--- config.mk ---
export PLATFORM = sky130hd
export DESIGN_NAME = contador_bcd_asc_lim
export DESIGN_NICKNAME = d
export VERILOG_FILES = /design/src/rtl/contador_bcd_asc_lim_pkg.sv /design/src/rtl/contador_bcd_asc_lim_digito.sv /design/src/rtl/contador_bcd_asc_lim.sv
export SDC_FILE = /design/constraint.sdc
export NUM_CORES = 1
export LEC_CHECK = 0
export ABC_AREA = 1
export ABC_CLOCK_PERIOD_IN_PS = 1950
export BUFFER_PORTS_ARGS = -buffer_cell sky130_fd_sc_hd__buf_2
export CAP_MARGIN = 20
export CORE_UTILIZATION = 49
export CTS_CLUSTER_SIZE = 24
export DETAILED_ROUTE_END_ITERATION = 8
export PLACE_DENSITY_LB_ADDON = 0.25
export SYNTH_ARGS = -nofsm -noshare
export SYNTH_HDL_FRONTEND = slang
export SYNTH_SLANG_ARGS = --single-unit
--- constraint.sdc ---
create_clock -name clk -period 1.95 [get_ports clk]
set_input_delay 0.195 -clock clk [delete_from_list [all_inputs] [get_ports clk]]
set_output_delay 0.195 -clock clk [all_outputs]
set_load 0.05 [all_outputs]
--- src/rtl/contador_bcd_asc_lim_pkg.sv ---
// Shared constants, state encoding and digit helpers for the two-digit BCD up-counter.
// Combinational helpers only; no latency and no flow control.
package contador_bcd_asc_lim_pkg;

    localparam logic [3:0] BCD_MAX = 4'd9;
    localparam logic [7:0] RST_VAL = 8'h00;

    typedef enum logic {
        PARADO   = 1'b0,
        CONTANDO = 1'b1
    } estado_t;

    // Out-of-range limit digits saturate so the compare stays within 00..99.
    function automatic logic [3:0] clamp_digit(input logic [3:0] d);
        return (d > BCD_MAX) ? BCD_MAX : d;
    endfunction

    // Out-of-range load digits collapse to zero so the counter never holds a non-BCD value.
    function automatic logic [3:0] sanitize_digit(input logic [3:0] d);
        return (d > BCD_MAX) ? 4'd0 : d;
    endfunction

endpackage

--- src/rtl/contador_bcd_asc_lim_digito.sv ---
// One BCD digit: load, wrap-to-zero or increment when enabled with an incoming carry.
// One-cycle registered update; no backpressure, carry_out is combinational from the digit.
module digito_bcd_asc
    import contador_bcd_asc_lim_pkg::*;
(
    input  logic       clk,
    input  logic       reset,
    input  logic       en,
    input  logic       carry_in,
    input  logic       load,
    input  logic [3:0] load_digit,
    input  logic       wrap,
    output logic [3:0] digit,
    output logic       carry_out
);

    logic [3:0] r_digit;

    always_ff @(posedge clk or negedge reset) begin
        if (!reset) begin
            r_digit <= RST_VAL[3:0];
        end else if (load) begin
            r_digit <= sanitize_digit(load_digit);
        end else if (wrap) begin
            r_digit <= 4'd0;
        end else if (en && carry_in) begin
            r_digit <= (r_digit == BCD_MAX) ? 4'd0 : r_digit + 4'd1;
        end
    end

    assign digit     = r_digit;
    assign carry_out = (r_digit == BCD_MAX) && en;

endmodule

--- src/rtl/contador_bcd_asc_lim.sv ---
// Two-digit BCD up-counter with start/stop control, load and a selectable wrap limit.
// One-cycle latency from every input to every output; no backpressure, all outputs registered.
module contador_bcd_asc_lim
    import contador_bcd_asc_lim_pkg::*;
#(
    parameter logic [7:0] LIM_DEFAULT = 8'h59
) (
    input  logic       clk,
    input  logic       reset,
    input  logic       start,
    input  logic       stop,
    input  logic       tick,
    input  logic       load,
    input  logic [7:0] load_val,
    input  logic [7:0] lim,
    input  logic       lim_valid,
    output logic [3:0] units,
    output logic [3:0] tens,
    output logic       tc,
    output logic       running
);

    estado_t r_state;
    logic    r_running;
    logic    r_tc;

    logic [7:0] w_lim_sel;
    logic [7:0] w_lim_eff;
    logic       w_inc;
    logic       w_at_lim;
    logic       w_wrap;
    logic       w_cy_units;
    logic       w_cy_tens;

    assign w_lim_sel = lim_valid ? lim : LIM_DEFAULT;
    assign w_lim_eff = {clamp_digit(w_lim_sel[7:4]), clamp_digit(w_lim_sel[3:0])};

    // Valid BCD orders the same as binary, so a plain compare suffices.
    assign w_inc    = tick && (r_state == CONTANDO) && !load;
    assign w_at_lim = ({tens, units} >= w_lim_eff);
    assign w_wrap   = w_inc && (w_at_lim || (w_cy_units && w_cy_tens));

    always_ff @(posedge clk or negedge reset) begin
        if (!reset) begin
            r_state   <= PARADO;
            r_running <= 1'b0;
        end else if (stop) begin
            r_state   <= PARADO;
            r_running <= 1'b0;
        end else if (start) begin
            r_state   <= CONTANDO;
            r_running <= 1'b1;
        end
    end

    always_ff @(posedge clk or negedge reset) begin
        if (!reset) begin
            r_tc <= 1'b0;
        end else begin
            r_tc <= w_wrap;
        end
    end

    digito_bcd_asc u_units (
        .clk        (clk),
        .reset      (reset),
        .en         (w_inc),
        .carry_in   (1'b1),
        .load       (load),
        .load_digit (load_val[3:0]),
        .wrap       (w_wrap),
        .digit      (units),
        .carry_out  (w_cy_units)
    );

    digito_bcd_asc u_tens (
        .clk        (clk),
        .reset      (reset),
        .en         (w_inc),
        .carry_in   (w_cy_units),
        .load       (load),
        .load_digit (load_val[7:4]),
        .wrap       (w_wrap),
        .digit      (tens),
        .carry_out  (w_cy_tens)
    );

    assign tc      = r_tc;
    assign running = r_running;

endmodule

# [Word level (Yosys, flattened, before mapping)]
# Cells that the tools add are included.
[word_totals] wordCells=40 in_bits=23 output_inout_bits=10 regBits=10
[classes] n_reduce_logical=12 mux=15 eq_ne=2 n_lt_le_gt_ge=5 addsub=2
[ops] operator="$mux 4" count=12
[ops] operator="$gt 4x4->1 const B" count=4
[ops] operator="$add 4x1->4 const B" count=2
[ops] operator="$eq 4x4->1 const B" count=2
[ops] operator="$ge 8x8->1" count=1
[ops] operator="$mux 8" count=1
[ops] operator="$logic_and 1x1->1" count=7
[ops] operator="$reduce_bool 3->1" count=2
[ops] operator="$mux 1" count=2
[ops] operator="$reduce_bool 2->1" count=1
[ops] operator="$logic_not 1->1" count=1
[ops] operator="$logic_or 1x1->1" count=1

# [Longest topological paths before layout]
# Gate-level depths: netlist (run 1).
[logic_depth] depth_word=8 depth_mapped=17 mapped_depth_nobuf=16

# [Cells and area by module]
# From an unflattened synthesis (run 1), not the netlist that was laid out.
[hier_totals] cells_unflattened=156 area_unflattened_um2=997.2
[by_module_without_submodules] mod="digito_bcd_asc" cells_each=50 area_each_um2=332.8 instances=2 seq_area_each_um2=100.1
[by_module_without_submodules] mod="contador_bcd_asc_lim" cells_each=56 area_each_um2=331.6 instances=1 seq_area_each_um2=50.0

# [Worst setup path before layout (run 1)]
# OpenSTA, ideal clock, no wires.
[synth_path] path_type="reg2reg" start="register u_units.r_digit[0], in the netlist u_units.digit[0]" end="register u_tens.r_digit[0], in the netlist u_tens.digit[0]" arrival_time_ps=1763 path_stages_with_launch=14 path_slack_ps=68 setup_ps=119 required_time_ps=1831 period_less_slack_ps=1882 path_buffers=1 path_cell_list="dfrtp_1 > inv_1 > ha_1 > nand2_1 > nor2_1 > nor2_1 > nand2_1 > nand2_1 > nand2_2 > nand2_2 > buf_6 > nand2_4 > nand2_1 > nand2_1"
[synth_between] elab_chain_cells=7 word_cells_on_any_way=10 cone_classes="1 x order compare; 1 x eq/ne; 2 x mux; 6 x reduce/logical"
[synth_rtl] item="start, declared" line="contador_bcd_asc_lim_digito.sv:17" source="logic [3:0] r_digit;"
[synth_rtl] item="start signal, assigned" line="contador_bcd_asc_lim_digito.sv:21" source="r_digit <= RST_VAL[3:0];"
[synth_rtl] item="start signal, assigned" line="contador_bcd_asc_lim_digito.sv:23" source="r_digit <= sanitize_digit(load_digit);"
[synth_rtl] item="start signal, assigned" line="contador_bcd_asc_lim_digito.sv:27" source="r_digit <= (r_digit == BCD_MAX) ? 4'd0 : r_digit + 4'd1;"
[synth_rtl] item="branches (longest 7 deep; another with $ge 8x8->1)"
[synth_rtl] item="end signal, assigned" line="contador_bcd_asc_lim_digito.sv:21"
[synth_rtl] item="end signal, assigned" line="contador_bcd_asc_lim_digito.sv:23"
[synth_rtl] item="end signal, assigned" line="contador_bcd_asc_lim_digito.sv:27"
[synth_rtl] item="end, declared" line="contador_bcd_asc_lim_digito.sv:17"
# Several ways; the timed one is not identified.
# A chain may end at the register's enable or synchronous reset.

# [Final worst setup path (run 1)]
[layout_path] start="register u_units.r_digit[0], in the netlist u_units.digit[0]" end="register u_tens.r_digit[3], in the netlist u_tens.digit[3]"
# The elaborated chain is that of the path after synthesis.

==> impl_metrics.ini, run 1 <==
[route]
drtIter0Drc = 17
remaining_drc_errors = 0
totalWireLength_mm = 2.09
via_per_inst = 4.83
ant_nets = 0
wl_per_cell_um = 10.2
firstDrtPassIters = 4
vias = 986

[yosys]
syn_avg_cell_area_um2 = 6.85
syn_nets = 178
syn_inst = 143
post-synth-top-area-cell = dfrtp_1
synth_cell_types = 20
synthTopCellsByArea = dfrtp_1 26%, ha_1 15%, nand2_1 15%
synth_warnings = 0
syn_area_um2 = 980
yosysSeqAreaShare_pct = 25.5
ys_ff_latch = 10
yosys.area.top_type_share_pct = 25.5

[clock_network]
clk_latency_ns = 0.26
hold_buffers = 1
cts-htree-levels = 1
cts_tree = done
post_cts.repair.setup_buffers = 0
cts.path.max_buffers = 2
cts_resized = 0
cts_buffers = 3
path_clk_slew_ns = 0.07
cts_num_sinks = 10
cts-root-buf = clkbuf_4

[power_and_ir_drop]
clockPowerShare_pct = 18.4
leakage_nw = 0.698
p_sw_share_pct = 47.3
powerDensity_nw_per_um2 = 856
total_power_mw = 1.03
pwr-share-comb_pct = 51.5
internal-power_mw = 0.542
seqPwrFrac_pct = 30.1
ir_drop_mv = 0.516
power.switching_mw = 0.487

[worst_setup_path]
crit_arrival_ns = 1.90
crit_start = u_units.digit[0]
worst_r2r_path_depth = 12
cp-end-kind = flip-flop
crit_chain = inv_1 -> ha_1 -> nand2_1 -> nor2_1 -> nor2_1 -> nand2_1 -> nand2_1 -> nand2_2 -> nand2_2 -> nand2_4 -> nand2_1 -> nand2_1
crit_cells = 12
cp_common_cell = nand2_1
required_ns = 2.11
crit_family = simple AND/OR/NAND/NOR gates
crit_type = reg2reg
crit_fanout = 11
worst-path-buf-inv = 1
cpPeakStageDelay_ns = 0.43
cp_slowest_cell = dfrtp_1
start_kind = flip-flop
timing.rr.start = u_units.digit[0]

[global_route]
grtUsageTotal_pct = 21.3
grt_pass1_vias = 824
grt_overflow_total = 0
grt_max_degree = 12
antenna_found_initial = 0
grt_pass1_wl_mm = 3.31

[timing]
tns_ns = 0
fin_skew_ns = 0.000815
slew_viol_final = 0
hold_ws_ns = 0.0737
worst_pin_slew_ns = 0.270
final_hold_viol_count = 0
period_share_pct = 89.5
relSlewSlack_pct = 81.9
fmax_mhz = 573
post-route-min-period_ns = 1.75
setup_viol = 0
grt_setup_unrepaired = false
setup_ws_ns = 0.204

[min_path]
min_path_type = in2reg
min_from = stop
holdPathStages = 2

[finish]
antenna_cells = 0
drive_above_1_share_pct = 27.9
final_design_area_no_fill_um2 = 1200
fin_cells = 204
fin_util_pct = 66.7
fin_nets = 215
area_delta_synth_final_pct = 22.7

[place]
dp_hpwl_mm = 1.67
gp_congestion = 0.862
placed_cells = 199
place_ws_ns = 0.0968
place_area_um2 = 1160
io_buffers = 32

[floorplanning]
core_area_um2 = 1800
dieHeight_um = 46.7
io_pins = 33
num_rows = 15
die-width_um = 46.7
initial_core_util_pct = 54.4
die_area_um2 = 2180

[run_status]
outcome = finished, final reports clean

[run]
cap_viol_max_count = 0
==> cell families after synthesis <==
| family | after synthesis | share of synthesized area (%) |
|---|---|---|
| DFF | 10 | 25.5 |
| xor gates and xnor gates | 4 | 3.58 |
| adders and majority gates | 12 | 15.3 |
| AOI/OAI and AO/OA | 13 | 7.66 |
| buffers and inverters | 18 | 8.43 |
| and+or+nand+nor | 86 | 39.5 |
==> layout make-up <==
class	instances	area (um2)
multi-input combinational	115	647
fill	177	599
sequential	10	250
timing repair buffer	34	178
inverter	16	60.1
clock buffer	4	36.3
tap	25	31.3
==> power groups by stage <==
stage                     clock network, mW  logic (mW)  registers, mW
after floorplan                           0       0.264          0.444
after global placement                    0       0.523          0.310
after detailed placement                  0       0.532          0.313
after CTS                             0.193       0.537          0.309
after global routing                  0.202       0.597          0.319
final                                 0.189       0.530          0.310
==> path summary, 6_finish.rpt <==
kind                                    to  slack [ns]
max                        u_tens.digit[3]        0.20
min                                running        0.07
max reg2reg                u_tens.digit[3]        0.20
min reg2reg                        running        0.55
max in group asynchronous  u_tens.digit[3]        1.44
min in group asynchronous               tc        0.32
==> worst reg2reg max path, delay by kind of cell (launching register included) <==
family	cells	cell delay (ns)
adder cells (fa/ha/maj)	1	0.30
buffers and inverters	1	0.11
AND/OR/NAND/NOR	10	0.80
flip-flops	1	0.43
==> sequential cells by signal, summed over array words and instances (netlist names) <==
name and flops:
u_units.digit 4, tc 1, running 1, u_tens.digit 4
==> layer usage <==
layer,vias to the layer above,global-route usage (%),share of wire (%)
met5,-,0,0
met4,0,5.14,0.53
met3,2,3.53,4.7
met2,27,35.3,48
met1,431,28.9,47
li1,526,-,-
==> cell usage in the layout (no fill, tap or decap), drive strengths merged, types with 2 or more instances in the layout <==
master / n
dfrtp: 10
o211ai: 2
buf: 33
nand3: 14
xor2: 3
ha: 12
nor2: 23
nand2: 48
clkbuf: 4
o21ai: 8
inv: 16
a21oi: 2
==> cells in the mapped netlist (all sizes together) <==
cell     n
a21oi    2
a31oi    1
buf      2
dfrtp   10
ha      12
inv     16
nand2   48
nand3   14
nand3b   1
nor2    23
o211ai   2
o21ai    8
xnor2    1
xor2     3
(Power assumes the default switching activity.)
==> run 2, diff against run 1 <==
--- a/config.mk
+++ b/config.mk
@@ -12,6 +12,7 @@
 export CORE_UTILIZATION = 49
 export CTS_CLUSTER_SIZE = 24
 export DETAILED_ROUTE_END_ITERATION = 8
+export MAX_ROUTING_LAYER = met4
 export PLACE_DENSITY_LB_ADDON = 0.25
 export SYNTH_ARGS = -nofsm -noshare
 export SYNTH_HDL_FRONTEND = slang
==> run 2 against run 1 <==
  * Clock power barely moved
  * Routed wire length hardly changed
  * Non-clock buffer count stayed put
  * Sequential share of layout area unchanged
  * Highest routed layer unchanged
==> impl_metrics.ini, run 2 (same netlist as run 1, synthesis figures left out) <==
[floorplanning]
io_pins = 33
initial_core_util_pct = 54.4
dieHeight_um = 46.7
num_rows = 15
die_area_um2 = 2180
die-width_um = 46.7
core_area_um2 = 1800

[clock_network]
post_cts.repair.setup_buffers = 0
path_clk_slew_ns = 0.07
cts.path.max_buffers = 2
cts_buffers = 3
cts_resized = 0
hold_buffers = 1
cts_tree = done
clk_latency_ns = 0.26
cts_num_sinks = 10
cts-htree-levels = 1
cts-root-buf = clkbuf_4

[global_route]
grt_pass1_vias = 825
grt_max_degree = 12
antenna_found_initial = 0
grt_pass1_wl_mm = 3.31
grt_overflow_total = 0
grtUsageTotal_pct = 22.0

[worst_setup_path]
crit_fanout = 11
crit_type = reg2reg
start_kind = flip-flop
cp-end-kind = flip-flop
timing.rr.start = u_units.digit[0]
required_ns = 2.11
crit_start = u_units.digit[0]
crit_arrival_ns = 1.90

[place]
place_area_um2 = 1160
dp_hpwl_mm = 1.67
io_buffers = 32
placed_cells = 199
gp_congestion = 0.876

[power_and_ir_drop]
power.switching_mw = 0.487
pwr-share-comb_pct = 51.5
leakage_nw = 0.698
clockPowerShare_pct = 18.4
ir_drop_mv = 0.516
seqPwrFrac_pct = 30.1
p_sw_share_pct = 47.3
powerDensity_nw_per_um2 = 855
internal-power_mw = 0.542

[run_status]
outcome = finished, final reports clean

[finish]
final_design_area_no_fill_um2 = 1200
area_delta_synth_final_pct = 22.7
n_fill_cell = 177
final_common_cell = nand2_1
fin_cells = 204
antenna_cells = 0
layout_common_cells = 40 x nand2_1, 32 x buf_2, 20 x nor2_1
fin_nets = 215
drive_above_1_share_pct = 27.9

[route]
ant_nets = 0
met2_length_mm = 1.00
wl_met3_um = 97
via_per_inst = 4.83
firstDrtPassIters = 4
remaining_drc_errors = 0
routed.top_layer = met4
totalWireLength_mm = 2.08
vias = 986
wl_per_cell_um = 10.2
wl_met1_um = 972
drtIter0Drc = 18

[timing]
fmax_mhz = 573
setup_viol = 0
grt_setup_unrepaired = false
post-route-min-period_ns = 1.75
worst_pin_slew_ns = 0.260
period_share_pct = 89.5
fin_skew_ns = 0.000815
final_hold_viol_count = 0
tns_ns = 0
relSlewSlack_pct = 82.5
hold_ws_ns = 0.0737
slew_viol_final = 0

[run]
cap_viol_max_count = 0

[min_path]
min_path_type = in2reg
min_from = stop
==> run 2: cell counts in the layout (fill, tap and decap cells not counted) <==
No cell type changed its count.
==> run 2: power by group through the flow <==
stage          registers [mW]  logic [mW]  clock network, mW
2_1_floorplan           0.444       0.264                  0
3_3_place_gp            0.310       0.523                  0
3_5_place_dp            0.313       0.532                  0
4_1_cts                 0.309       0.537              0.193
5_1_grt                 0.319       0.597              0.202
6_report                0.309       0.530              0.189
==> run 2: area by class of cell <==
type	count	area [um2]	share of cell area [%]
flip-flops and latches	10	250	20.8
clock buffers	4	36.3	3.02
multi-input cells	115	647	53.8
inverters	16	60.1	4.99
well taps	25	31.3	2.60
repair buffers	34	178	14.8
==> run 2: worst paths after layout <==
check	end	slack, ns	cells past startpoint
worst min-delay path	running	0.07	2
worst min register to register	running	0.55	2
worst max register to register	u_tens.digit[3]	0.20	12
min in group asynchronous	tc	0.32	2
worst max-delay path	u_tens.digit[3]	0.20	12
max in group asynchronous	u_tens.digit[3]	1.44	2
==> run 2: metrics by stage <==
step	util (%)	worst slack, ns	power, mW
3_5_place_dp	64.2	0.0968	0.845
5_1_grt	66.7	0.0624	1.12
2_1_floorplan	-	0.0682	0.709
6_report	66.7	0.204	1.03
3_3_place_gp	64.2	0.173	0.834
4_1_cts	66.7	0.220	1.04
==> run 2: metal layers <==
layer / global-route usage (%) / vias up
met5: - / -
li1: - / 526
met3: 3.53 / 2
met1: 28.9 / 431
met4: 5.14 / 0
met2: 35.3 / 27
==> run 2: worst max-delay path, cell delays in order, from the launching register on <==
cell and delay (ns):
dfrtp_1 0.43, inv_1 0.11, ha_1 0.30, nand2_1 0.06
nor2_1 0.04, nor2_1 0.08, nand2_1 0.05, nand2_1 0.06
nand2_2 0.06, nand2_2 0.22, nand2_4 0.08, nand2_1 0.09
nand2_1 0.05
